[src/rtl/hazard_controller.sv]
// ----------------------------------------------------------------------------
// hazard_controller
//   Central sequencer for a 5-stage (F/D/E/M/W) RISC-V pipeline. It is the
//   only block that stalls or flushes pipeline registers.
//   - E-stage operand forwarding selects (M has priority over W)
//   - load-use stall, taken-branch/jump flush
//   - data-memory wait FSM (RUN/WAIT/FAULT) with a timeout that raises a
//     sticky fault
//
// Optional feature macro: HAZARD_PERF_CNT_EN
//   Defined   : stall/flush performance counters are built (CNT_W bits, wrap).
//   Undefined : o_StallCount / o_FlushCount are tied to 0.
//
// Ports
//   i_Clk, i_Reset                  clock, synchronous active-high reset
//   i_Rs1D, i_Rs2D                  source regs of instruction in D
//   i_Rs1E, i_Rs2E                  source regs of instruction in E
//   i_RdE, i_RdM, i_RdW             destination regs in E/M/W
//   i_RegWriteM, i_RegWriteW        register-write enables in M/W
//   i_LoadE                         instruction in E is a load
//   i_PCSrcE                        taken branch/jump resolved in E
//   i_MemReqM, i_DMemReady          M-stage access active / completing
//   o_ForwardAE, o_ForwardBE        00 regfile, 01 ResultW, 10 ALUResultM
//   o_StallF..o_StallM              hold stage register
//   o_FlushD, o_FlushE, o_FlushW    clear stage register
//   o_MemFault                      sticky memory-timeout fault
//   o_StallCount, o_FlushCount      performance counters
// ----------------------------------------------------------------------------
module hazard_controller #(
    parameter int MEM_TIMEOUT = 16,
    parameter int CNT_W       = 32
) (
    input  logic             i_Clk,
    input  logic             i_Reset,
    input  logic [4:0]       i_Rs1D,
    input  logic [4:0]       i_Rs2D,
    input  logic [4:0]       i_Rs1E,
    input  logic [4:0]       i_Rs2E,
    input  logic [4:0]       i_RdE,
    input  logic [4:0]       i_RdM,
    input  logic [4:0]       i_RdW,
    input  logic             i_RegWriteM,
    input  logic             i_RegWriteW,
    input  logic             i_LoadE,
    input  logic             i_PCSrcE,
    input  logic             i_MemReqM,
    input  logic             i_DMemReady,
    output logic [1:0]       o_ForwardAE,
    output logic [1:0]       o_ForwardBE,
    output logic             o_StallF,
    output logic             o_StallD,
    output logic             o_StallE,
    output logic             o_StallM,
    output logic             o_FlushD,
    output logic             o_FlushE,
    output logic             o_FlushW,
    output logic             o_MemFault,
    output logic [CNT_W-1:0] o_StallCount,
    output logic [CNT_W-1:0] o_FlushCount
);

    typedef enum logic [1:0] {RUN = 2'd0, WAIT = 2'd1, FAULT = 2'd2} state_e;

    localparam logic [7:0] WAIT_LAST = 8'(MEM_TIMEOUT - 1);

    state_e     state_q;
    logic [7:0] cnt_q;

    // ------------------------------------------------------------------
    // Forwarding: independent of stall state so selects stay valid while
    // the pipe is frozen.
    // ------------------------------------------------------------------
    function automatic logic [1:0] fwd_sel(input logic [4:0] rs);
        if (i_RegWriteM && (i_RdM != 5'd0) && (i_RdM == rs))
            return 2'b10;
        else if (i_RegWriteW && (i_RdW != 5'd0) && (i_RdW == rs))
            return 2'b01;
        else
            return 2'b00;
    endfunction

    assign o_ForwardAE = fwd_sel(i_Rs1E);
    assign o_ForwardBE = fwd_sel(i_Rs2E);

    // ------------------------------------------------------------------
    // Hazard detection
    // ------------------------------------------------------------------
    logic mem_wait, mem_done, mem_stall, lw_stall;

    assign mem_wait = i_MemReqM & ~i_DMemReady;
    // Ready without a request is ignored: only a real completion ends WAIT.
    assign mem_done = i_MemReqM & i_DMemReady;
    assign lw_stall = i_LoadE & (i_RdE != 5'd0) &
                      ((i_RdE == i_Rs1D) | (i_RdE == i_Rs2D));

    always_comb begin
        mem_stall = 1'b0;
        case (state_q)
            RUN:     mem_stall = mem_wait;   // stall the same cycle, no bubble
            WAIT:    mem_stall = ~mem_done;  // release on the completing cycle
            FAULT:   mem_stall = 1'b1;
            default: mem_stall = 1'b1;
        endcase
    end

    // Priority: memory stall > branch > load-use. All controls are forced
    // low during the reset cycle.
    always_comb begin
        o_StallF = 1'b0;
        o_StallD = 1'b0;
        o_StallE = 1'b0;
        o_StallM = 1'b0;
        o_FlushD = 1'b0;
        o_FlushE = 1'b0;
        o_FlushW = 1'b0;
        if (!i_Reset) begin
            if (mem_stall) begin
                // Freeze everything; W gets a bubble. Pending branch and
                // load-use resolve once the access completes.
                o_StallF = 1'b1;
                o_StallD = 1'b1;
                o_StallE = 1'b1;
                o_StallM = 1'b1;
                o_FlushW = 1'b1;
            end else if (i_PCSrcE) begin
                o_FlushD = 1'b1;
                o_FlushE = 1'b1;
            end else if (lw_stall) begin
                o_StallF = 1'b1;
                o_StallD = 1'b1;
                o_FlushE = 1'b1;
            end
        end
    end

    // ------------------------------------------------------------------
    // Memory wait FSM. cnt_q counts WAIT cycles; the RUN cycle that saw the
    // miss is the first wait cycle, so the fault state is entered after
    // MEM_TIMEOUT consecutive waiting cycles.
    // ------------------------------------------------------------------
    always_ff @(posedge i_Clk) begin
        if (i_Reset) begin
            state_q <= RUN;
            cnt_q   <= 8'd0;
        end else begin
            case (state_q)
                RUN: begin
                    cnt_q <= 8'd0;
                    if (mem_wait) state_q <= WAIT;
                end
                WAIT: begin
                    if (mem_done) begin
                        state_q <= RUN;
                        cnt_q   <= 8'd0;
                    end else begin
                        cnt_q <= cnt_q + 8'd1;
                        if (cnt_q + 8'd1 == WAIT_LAST) state_q <= FAULT;
                    end
                end
                FAULT:   state_q <= FAULT;
                default: state_q <= RUN;
            endcase
        end
    end

    assign o_MemFault = (state_q == FAULT);

    // ------------------------------------------------------------------
    // Performance counters
    // ------------------------------------------------------------------
`ifdef HAZARD_PERF_CNT_EN
    logic [CNT_W-1:0] stall_cnt_q, flush_cnt_q;

    always_ff @(posedge i_Clk) begin
        if (i_Reset) begin
            stall_cnt_q <= '0;
            flush_cnt_q <= '0;
        end else begin
            if (o_StallF | o_StallD | o_StallE | o_StallM)
                stall_cnt_q <= stall_cnt_q + 1'b1;
            if (o_FlushD | o_FlushE)
                flush_cnt_q <= flush_cnt_q + 1'b1;
        end
    end

    assign o_StallCount = stall_cnt_q;
    assign o_FlushCount = flush_cnt_q;
`else
    assign o_StallCount = '0;
    assign o_FlushCount = '0;
`endif

endmodule

[config.mk]
export PLATFORM = sky130hd
export DESIGN_NAME = hazard_controller
export DESIGN_NICKNAME = d
export VERILOG_FILES = /design/src/rtl/hazard_controller.sv
export SDC_FILE = /design/constraint.sdc
export NUM_CORES = 1
export LEC_CHECK = 0
export ABC_AREA = 1
export CAP_MARGIN = 10
export CORE_MARGIN = 10
export CORE_UTILIZATION = 55
export CTS_BUF_LIST = sky130_fd_sc_hd__clkbuf_2 sky130_fd_sc_hd__clkbuf_4 sky130_fd_sc_hd__clkbuf_8
export CTS_CLUSTER_DIAMETER = 60
export DETAILED_ROUTE_END_ITERATION = 10
export DONT_BUFFER_PORTS = 1
export PLACE_DENSITY = 0.7
export RECOVER_POWER = 50
export SETUP_SLACK_MARGIN = 0.3
export SYNTH_ARGS = -nofsm -noshare
export SYNTH_HDL_FRONTEND = slang
export SYNTH_SLANG_ARGS = --single-unit
[constraint.sdc]
create_clock -name i_Clk -period 1.9 [get_ports i_Clk]
set_input_delay 0.38 -clock i_Clk [delete_from_list [all_inputs] [get_ports i_Clk]]
set_output_delay 0.38 -clock i_Clk [all_outputs]
set_load 0.01 [all_outputs]
**Yosys cells after proc, flatten, opt, wreduce, memory -nomap -nowiden**

Cells that the tools add are included.

- Muxes and demuxes: 23
- Add/sub/neg operators: 1
- Reduce and logical (&&, ||, !) cells: 12
- Equal/unequal tests: 11
- Bitwise logic cells: 7

Operators by type and width:

| kind | count |
|---|---|
| 5-bit == test | 6 |
| 8-bit one-hot mux with 2 select lines | 1 |
| 5-bit nonzero test | 3 |
| 1-bit two-way mux | 14 |
| 2-bit two-way mux | 5 |
| 8-bit by 1-bit adder with 8-bit output, second input constant | 1 |
| 8-bit by 4-bit == test with 1-bit output, second input constant | 1 |
| 8-bit two-way mux | 1 |
| 1-bit logical AND | 6 |
| 2-bit one-hot mux with 3 select lines | 1 |
| 1-bit AND | 4 |
| 3-bit != test, second input constant | 1 |
| 2-bit by 1-bit == test with 1-bit output, second input constant | 1 |
| 2-bit == test, second input constant | 1 |
| 2-bit zero test | 1 |
| 2-bit != test, second input constant | 1 |
| 1-bit NOT | 2 |
| 1-bit one-hot mux with 2 select lines | 1 |
| 2-bit AND reduction | 1 |
| 2-bit nonzero test | 1 |
| 1-bit OR | 1 |

- Flip-flop bits (word level): 10
- Logic and storage cells: 56

**Logic depth before layout (Yosys ltp)**

Gate-level depths: netlist of the first run.

- Word-level depth: 7
- Depth in mapped cells: 11

**Least setup slack after synthesis of the first run**

No wires, ideal clock.

- Path kind: input-to-output
- From: input i_RdE[1]
- To: output o_StallF
- Path slack: 0.131 ns
- Required time: 1.520 ns
- Stages: 7
- Buffers on the path: 1
- Arrival time: 1.389 ns
- Cell sequence: or2_2 -> a21oi_1 -> nand3_1 -> nand2_1 -> nand2_1 -> o21bai_1 -> buf_4

- Longest elaborated chain between the ends: 7

Ends and longest elaborated chain:

| what | RTL line | source |
|---|---|---|
| start: declaration | 39 | `input logic [4:0] i_RdE,` |
| 5-bit == test or 5-bit nonzero test (tied branches) | 94, 93 |  |
| 1-bit OR or 1-bit AND (tied branches) | 94, 93 |  |
| 1-bit AND (*) | 93 | `assign lw_stall = i_LoadE & (i_RdE != 5'd0) &` |
| 1-bit two-way mux (*) (4 in series) | n/a |  |
| end: declaration | 50 | `output logic o_StallF,` |

Mark *: on every way between the ends. The rest lies on a longest branch, timed or not.

**Final worst setup path of the first run**

- From: register state_q[0]
- To: output o_StallF

- Longest elaborated chain between the ends: 4

Ends and longest elaborated chain:

| what | RTL line | source |
|---|---|---|
| start: declaration | 66 | `state_e state_q;` |
| start signal: assignment | 143 | `state_q <= RUN;` |
| start signal: assignment | 149 | `if (mem_wait) state_q <= WAIT;` |
| start signal: assignment | 153 | `state_q <= RUN;` |
| 2-bit by 1-bit == test with 1-bit output or 2-bit zero test (tied branches) | 98 | `case (state_q)` |
| 1-bit one-hot mux with 2 select lines (*) | 98 |  |
| 1-bit two-way mux (*) (2 in series) | n/a |  |

Marked as above.

==> results of run 1 <==
==> critical path: stages, from the launching register on <==
cell      delay [ps]
dfxtp_1          330
inv_1             60
nor2_1           130
nand2_2           80
nand2_1           80
nor2_2            50
nor2_2           140
o21bai_4         170
==> sequential cells by signal (all words and copies together) (netlist names) <==
register,count
cnt_q,8
state_q,2
==> area by class of cell <==
type,count,area [sq um]
flip-flops and latches,10,200
multi-input cells,203,1050
clock buffers,3,22.5
inverters,16,60.1
well taps,31,38.8
fillers,280,1220
repair buffers,13,116
==> routing by layer <==
metal	part of all wire [%]	global-route usage, %	up-vias
met1	32	11.8	526
met2	51	22.6	81
met3	16	6.94	6
met4	1.3	4.22	0
met5	0	0	-
li1	-	-	624
==> cells in the mapped netlist <==
master	n	area [sq um]
buf_4	67	503
nand2_1	38	143
nor2_1	26	97.6
xor2_1	17	149
inv_1	16	60.1
nand3_1	13	65.1
xnor2_1	12	105
a21oi_1	10	50.1
dfxtp_1	10	200
o21ai_0	5	25.0
nor3_1	4	20.0
nand4_1	3	18.8
ha_1	2	25.0
nand2_2	2	12.5
nand3b_1	2	15.0
nor4_1	2	12.5
buf_2	1	5.00
clkbuf_1	1	3.75
conb_1	1	3.75
nor2_2	1	6.26
o21bai_1	1	7.51
or2_2	1	6.26
==> final timing paths <==
kind	to	cells after the start
setup / recovery	o_StallF	7
hold reg to reg	cnt_q[7]$_SDFFE_PP0P_	2
hold / removal	cnt_q[5]$_SDFFE_PP0P_	1
setup reg to reg	state_q[0]$_SDFFE_PP0P_	12
==> report_power, final <==
group	internal [uW]	switching, uW	leakage, uW
combinational	98.7	160	0.000640
sequential	215	4.17	0.0000809
clock	73.1	73.3	0.0000138
total	387	238	0.000735
==> logic make-up after synthesis <==
group | synth area share (%)
and+or+nand+nor | 25.9
buffers and inverters | 37.3
xor gates and xnor gates | 16.6
AOI/OAI and AO/OA | 5.38
DFF | 13.1
adders and majority gates | 1.63
other | 0.244
==> repair_timing <==
action / CTS / global route
endpoints found under the setup margin: 7 / 11
pin swaps: 3 / 0
buffers inserted: 8 / 1
resized for setup: 12 / 12
==> through the flow <==
stage | setup WS, ps | power (uW) | hold WS [ps] | instance area, sq um
finish | 220 | 625 | 174 | 1490
global route | 138 | 666 | 165 | 1490
CTS | 263 | 606 | 167 | 1450
detailed placement | 339 | 427 | 452 | 1340
global placement | 334 | 426 | 451 | 1340
floorplan | 280 | 513 | 449 | 1790
==> results_dict.tcl, run 1 <==
set metrics [dict create \
    status "complete, no violations" \
    max_cap_violations 0 \
    wl_um 3680 \
    worstSkewPairLatency_ps 270 \
    syn-cell-area_sq_mm 0.00153 \
    crit_fanout 3 \
    cts_hold_buffers 0 \
    fmax_mhz 595 \
    via_count 1237 \
    grt_overflow 0 \
    io_buffers 0 \
    ant_nets 0 \
    clockBufferDepth 2 \
    clkSlewWorstSetupHoldPaths_ps 70 \
    nets 292 \
    final_hold_viol_count 0 \
    drive_gt1_share_pct 12.2 \
    ys_types 22 \
    setup_viol 0 \
    root_buffer "clkbuf_4" \
    fin_worst_skew_ps 7.30 \
    maxSlewViolCount 0 \
    grt_pass1_vias 1244 \
    ys_ff_latch 10 \
    wl_per_cell_um 13.3 \
    ir_drop_mv 0.341 \
    reg2reg_from "state_q[0]$_SDFFE_PP0P_" \
    cts_tree "yes" \
    die_y_um 72.8 \
    num_rows 19 \
    final.setup.tns_ps 0 \
    final_common_cell "conb_1" \
    hpwl_um 3110 \
    final_cell_mix "conb_1 (64), nand2_1 (36), nor2_1 (22)" \
    cp.required_ps 1520 \
    path_class "register to output pin" \
    postSynthCellCount 235 \
    die_area_sq_mm 0.00530 \
    grt_pass1_wl_um 5580 \
    antenna_cells 0 \
    htree_num_levels 1 \
    die_x_um 72.8 \
    ys_seq_area_share_pct 13.1 \
    synthToLayoutAreaGrowth_pct -2.85 \
    r2r_slack_ps 360 \
    cts_made_buffers 3 \
    start_util_pct 56.6 \
    p_leak_uw 0.000735 \
    dr.pass1.iters 4 \
    dp.cells 264 \
    grt_max_degree 10 \
    cts_sinks 10 \
    utilization_pct 55.0 \
    route.detailed.drc 0 \
    post-route-period-util_pct 88.4 \
    fin_crit_ps 1680 \
    fp.coreArea_sq_mm 0.00271 \
    drtIter0Drc 43 \
    cp-start-kind "register" \
    antenna_found_initial 0 \
    critPathLaunch "state_q[0]$_SDFFE_PP0P_" \
    final_cells 276 \
    detail_route.vias_per_cell 4.48 \
    hold_class "primary input to register" \
    min-delay-start "i_Reset" \
    yosysWarnings 0 \
    postSynthAreaPerCell_sq_um 6.53 \
    gp_congestion 0.896 \
    cp.arrival_ps 1300 \
    cp-end-kind "output pin" \
    power.density_mw_per_mm2 419 \
    rsz0062_at_grt "true" \
    pin_count 119 \
    grt_usage_pct 12.6 \
]
No activity file was read; power rests on OpenSTA's default activity.
==> inputs of run 2 (changes only) <==
Settings changed: ABC_CLOCK_PERIOD_IN_PS set to 1900.
==> results of run 2 <==
Same layout as run 1: the final DEF is identical, and so are final timing and power.
